<file path="config.mk">
export PLATFORM = sky130hd
export DESIGN_NAME = controller
export DESIGN_NICKNAME = d
export VERILOG_FILES = /design/src/rtl/controller_pkg.sv /design/src/rtl/controller_aludec.sv /design/src/rtl/controller.sv
export SDC_FILE = /design/constraint.sdc
export NUM_CORES = 1
export LEC_CHECK = 0
export BUFFER_PORTS_ARGS = -buffer_cell sky130_fd_sc_hd__buf_2
export CAP_MARGIN = 20
export CORE_AREA = 5 5 42 44
export CTS_BUF_LIST = sky130_fd_sc_hd__clkbuf_8
export CTS_CLUSTER_SIZE = 12
export DETAILED_ROUTE_END_ITERATION = 12
export DIE_AREA = 0 0 47 49
export PLACE_DENSITY_LB_ADDON = 0.08
export SYNTH_ARGS = -nofsm -noshare
export SYNTH_HDL_FRONTEND = slang
export SYNTH_HIERARCHICAL = 1
export SYNTH_SLANG_ARGS = --single-unit
</file>
<file path="constraint.sdc">
create_clock -name clk -period 2.95 [get_ports clk]
set_clock_uncertainty 0.2 [all_clocks]
set_input_delay 0.885 -clock clk [delete_from_list [all_inputs] [get_ports clk]]
set_output_delay 0.885 -clock clk [all_outputs]
set_load 0.01 [all_outputs]
</file>
<file path="src/rtl/controller_pkg.sv">
// Shared encodings for the single-cycle RISC-V controller: opcodes, ALU
// operations, write-back and immediate selects, and main-decoder ALUOp classes.
package controller_pkg;

  localparam logic [6:0] OP_LOAD  = 7'b0000011;
  localparam logic [6:0] OP_STORE = 7'b0100011;
  localparam logic [6:0] OP_RTYPE = 7'b0110011;
  localparam logic [6:0] OP_BEQ   = 7'b1100011;
  localparam logic [6:0] OP_IALU  = 7'b0010011;
  localparam logic [6:0] OP_JAL   = 7'b1101111;

  typedef enum logic [2:0] {
    ALU_ADD = 3'b000,
    ALU_SUB = 3'b001,
    ALU_AND = 3'b010,
    ALU_OR  = 3'b011,
    ALU_SLT = 3'b101
  } alu_ctrl_e;

  typedef enum logic [1:0] {
    RES_ALU = 2'b00,
    RES_MEM = 2'b01,
    RES_PC4 = 2'b10
  } result_src_e;

  typedef enum logic [1:0] {
    IMM_I = 2'b00,
    IMM_S = 2'b01,
    IMM_B = 2'b10,
    IMM_J = 2'b11
  } imm_src_e;

  typedef enum logic [1:0] {
    ALUOP_ADD   = 2'b00,
    ALUOP_SUB   = 2'b01,
    ALUOP_FUNCT = 2'b10
  } alu_op_e;

endpackage

</file>
<file path="src/rtl/controller_aludec.sv">
// ALU decoder: maps the main decoder's ALUOp class plus funct fields to an
// ALUControl operation code.
module aludec
  import controller_pkg::*;
(
  input  logic       opb5,
  input  logic [2:0] funct3,
  input  logic       funct7b5,
  input  logic [1:0] ALUOp,
  output logic [2:0] ALUControl
);

  always_comb begin
    ALUControl = ALU_ADD;
    case (ALUOp)
      ALUOP_SUB: ALUControl = ALU_SUB;
      ALUOP_FUNCT: begin
        case (funct3)
          // sub only for R-type with funct7b5; addi never subtracts
          3'b000:  ALUControl = (opb5 && funct7b5) ? ALU_SUB : ALU_ADD;
          3'b010:  ALUControl = ALU_SLT;
          3'b110:  ALUControl = ALU_OR;
          3'b111:  ALUControl = ALU_AND;
          default: ALUControl = ALU_ADD;
        endcase
      end
      default: ALUControl = ALU_ADD;
    endcase
  end

endmodule

</file>
<file path="src/rtl/controller.sv">
// Single-cycle controller: combinational main decode and ALU decode, plus a
// sticky flag recording any unsupported opcode seen at a clock edge.
module controller
  import controller_pkg::*;
(
  input  logic       clk,
  input  logic       rst,
  input  logic [6:0] op,
  input  logic [2:0] funct3,
  input  logic       funct7b5,
  input  logic       Zero,
  output logic [1:0] ResultSrc,
  output logic       MemWrite,
  output logic       PCSrc,
  output logic       ALUSrc,
  output logic       RegWrite,
  output logic       Jump,
  output logic [1:0] ImmSrc,
  output logic [2:0] ALUControl,
  output logic       IllegalOp
);

  logic       reg_write;
  logic       mem_write;
  logic       branch;
  logic       jump;
  logic       legal_op;
  logic [1:0] alu_op;
  logic       illegal_op_d;
  logic       illegal_op_q;

  always_comb begin
    reg_write = 1'b0;
    ImmSrc    = IMM_I;
    ALUSrc    = 1'b0;
    mem_write = 1'b0;
    ResultSrc = RES_ALU;
    branch    = 1'b0;
    alu_op    = ALUOP_ADD;
    jump      = 1'b0;
    legal_op  = 1'b1;
    case (op)
      OP_LOAD: begin
        reg_write = 1'b1;
        ALUSrc    = 1'b1;
        ResultSrc = RES_MEM;
      end
      OP_STORE: begin
        ImmSrc    = IMM_S;
        ALUSrc    = 1'b1;
        mem_write = 1'b1;
      end
      OP_RTYPE: begin
        reg_write = 1'b1;
        alu_op    = ALUOP_FUNCT;
      end
      OP_BEQ: begin
        ImmSrc = IMM_B;
        branch = 1'b1;
        alu_op = ALUOP_SUB;
      end
      OP_IALU: begin
        reg_write = 1'b1;
        ALUSrc    = 1'b1;
        alu_op    = ALUOP_FUNCT;
      end
      OP_JAL: begin
        reg_write = 1'b1;
        ImmSrc    = IMM_J;
        ResultSrc = RES_PC4;
        jump      = 1'b1;
      end
      default: legal_op = 1'b0;
    endcase
  end

  aludec u_aludec (
    .opb5      (op[5]),
    .funct3    (funct3),
    .funct7b5  (funct7b5),
    .ALUOp     (alu_op),
    .ALUControl(ALUControl)
  );

  // State-changing controls are suppressed while reset is held
  always_comb begin
    MemWrite     = mem_write & ~rst;
    RegWrite     = reg_write & ~rst;
    Jump         = jump & ~rst;
    PCSrc        = ((branch & Zero) | jump) & ~rst;
    illegal_op_d = illegal_op_q | ~legal_op;
  end

  always_ff @(posedge clk or posedge rst) begin
    if (rst) illegal_op_q <= 1'b0;
    else     illegal_op_q <= illegal_op_d;
  end

  assign IllegalOp = illegal_op_q;

endmodule

</file>
==> impl_metrics.py <==
metrics = {
    "critical_path": {
        "path_cells": "buf_6 -> nand4bb_4 -> nand2b_4 -> nor2_4 -> ha_4 -> nand2b_4 -> a221oi_4 -> buf_2",
        "max_stage_delay_ns": 0.25,
        "r2r_slack_ns": 2.01,
        "crit_fanout": 3,
        "required_ns": 1.87,
        "cp_slowest_cell": "a221oi_4",
        "crit_type": "in -> out",
        "path_common_cell": "nand2b_4",
        "cp-start-kind": "input port",
        "arrival_ns": 2.12,
        "crit_path_end_kind": "primary output",
    },
    "logic_synthesis": {
        "synth_cells": 36,
        "syn-num-nets": 52,
        "synth_ff_type": "dfrtp_1",
        "ys_seq_area_share_pct": 9.80,
        "netlist_area_sq_um": 255,
        "ys_ff_latch": 1,
        "syn_avg_cell_area_sq_um": 7.09,
        "synthTopCellsByArea": "inv_1 10%, dfrtp_1 9.8%, ha_1 9.8%",
        "synth_most_common_cell": "inv_1",
        "synthTopCellsByCount": "7 x inv_1, 4 x nor2_1, 4 x nor3_1",
        "synth_edf_count": 0,
        "async_flop_share_pct": 100,
        "ys_types": 19,
        "yosys.area.top_type": "inv_1",
        "yosysWarningCount": 6,
        "synth_top_cell_area_share_pct": 10.3,
    },
    "finish": {
        "synthToLayoutAreaGrowth_pct": 140,
        "largest_reg_flops": 1,
        "final_nets": 92,
        "fillCellCount": 146,
        "drive_above_1_share_pct": 71.6,
        "instances_no_fill": 90,
        "final_core_util_pct": 43.7,
        "diodes": 0,
        "final_area_sq_um": 612,
    },
    "sta": {
        "tightest_slew_ns": 0.183,
        "fin_crit_ns": 3.21,
        "hold_ws_ns": 0.262,
        "grt_setup_unrepaired": "true",
        "fmax_mhz": 312,
        "setup_ws_ns": -0.257,
        "setup-violations-final": 3,
        "tns_ns": -0.712,
        "drv_slew": 0,
        "hold_viol_final": 0,
        "fin_crit_sh_pct": 109,
        "relSlewSlack_pct": 87.8,
    },
    "route": {
        "dr.pass1.iters": 2,
        "drt-initial-drc-count": 4,
        "viasPerCell": 4.30,
        "wl_per_cell_um": 10.7,
        "finalWirelength_um": 967,
        "drcViolationCount": 0,
        "vias": 387,
        "ant_nets": 0,
    },
    "die": {
        "io_pins": 27,
        "core_sq_um": 1400,
        "initial_core_util_pct": 18.2,
        "dieArea_sq_um": 2300,
        "fp.dieW_um": 47,
        "fp.dieH_um": 49,
        "rows": 14,
    },
    "power": {
        "switching_share_pct": 32.3,
        "leakagePower_nw": 0.302,
        "seq_power_share_pct": 25.2,
        "power_mw": 0.0554,
        "power_density_nw_per_um2": 90.5,
        "internal_power_mw": 0.0375,
        "switchingPower_mw": 0.0179,
        "power_frac_comb_pct": 74.8,
        "clkPwrFrac_pct": 0,
        "irDropWorstVdd_v": 0.0000617,
    },
    "global_routing": {
        "overflow": 0,
        "grt_pass1_vias": 380,
        "grt_max_degree": 6,
        "grt.total_usage_pct": 8.15,
        "grt_pass1_wl_mm": 1.51,
        "antenna_found_initial": 0,
    },
    "place": {
        "dpl_worst_slack_ns": -0.299,
        "numPortBuffers": 26,
        "hpwl_um": 853,
        "placed_area_sq_um": 536,
        "place_congestion": 0.647,
        "dp_cells": 86,
    },
    "job": {
        "drv_cap": 0,
    },
    "clocking": {
        "hold_buffers": 0,
        "clk_pin_slew_ns": 0,
        "clk_latency_ns": 0,
    },
    "min_path": {
        "hp-class": "reg -> reg",
    },
    "status": {
        "status": "finished with violations",
        "violations": "setup timing",
    },
}
[cell type report]
class,count,area [sq um],area share [%]
flip-flops and latches,1,25.0,4.09
inverters,7,26.3,4.29
repair buffers,38,243,39.7
multi-input cells,28,298,48.7
well taps,16,20.0,3.27
[layer usage]
layer / share of wire, % / up-vias / GRT usage, % / wire, um
met5: 0 / - / 0 / 0
met4: 0 / 0 / 0 / 0
met3: 11 / 0 / 1.11 / 102
met2: 50 / 18 / 15.2 / 488
met1: 39 / 163 / 10.0 / 376
li1: - / 206 / - / -
[cell families (layout without fill, tap and decap cells)]
| group | Yosys count | count (layout) | share of synthesized area, % |
|---|---|---|---|
| buf+inv | 7 | 45 | 10.3 |
| compound gates | 7 | 7 | 21.6 |
| fa+ha+maj | 2 | 2 | 9.80 |
| flops | 1 | 1 | 9.80 |
| simple gates | 19 | 19 | 48.5 |
[placed cells by master (no fill, tap or decap), drive strengths merged]
cell	n
a21oi	3
a221o	1
a221oi	1
and4b	1
buf	38
dfrtp	1
ha	2
inv	7
nand2	1
nand2b	3
nand3b	2
nand4	1
nand4bb	1
nor2	4
nor3	4
nor4b	1
o21a	1
o21bai	1
or2	1
[worst paths after layout]
kind                            startpoint            end  cells after the start
worst max-delay path                 op[3]  ALUControl[0]                      8
min in group asynchronous              rst      IllegalOp                      2
max in group asynchronous              rst      IllegalOp                      2
worst min-delay path             IllegalOp      IllegalOp                      1
worst max register to register   IllegalOp      IllegalOp                      1
worst min register to register   IllegalOp      IllegalOp                      1
[power by group through the flow]
| stage | Sequential, mW | Clock, mW | Combinational (mW) |
|---|---|---|---|
| 6_report | 0.0140 | 0 | 0.0414 |
| 4_1_cts | 0.0140 | 0 | 0.0369 |
| 3_3_place_gp | 0.0140 | 0 | 0.0352 |
| 2_1_floorplan | 0.0140 | 0 | 0.0137 |
| 5_1_grt | 0.0140 | 0 | 0.0459 |
| 3_5_place_dp | 0.0140 | 0 | 0.0351 |
[timing repair]
item                                    in CTS  in global routing
gates resized for setup                      4                  8
endpoints found under the setup margin       3                  7
pin swaps                                    0                  4
setup buffers                                0                  5
[critical path: cells and delay by family]
family,cells,cell delay (ns)
compound gates,1,0.25
fa+ha+maj,1,0.15
buf+inv,2,0.26
simple gates,4,0.57
(Power assumes the default switching activity.)
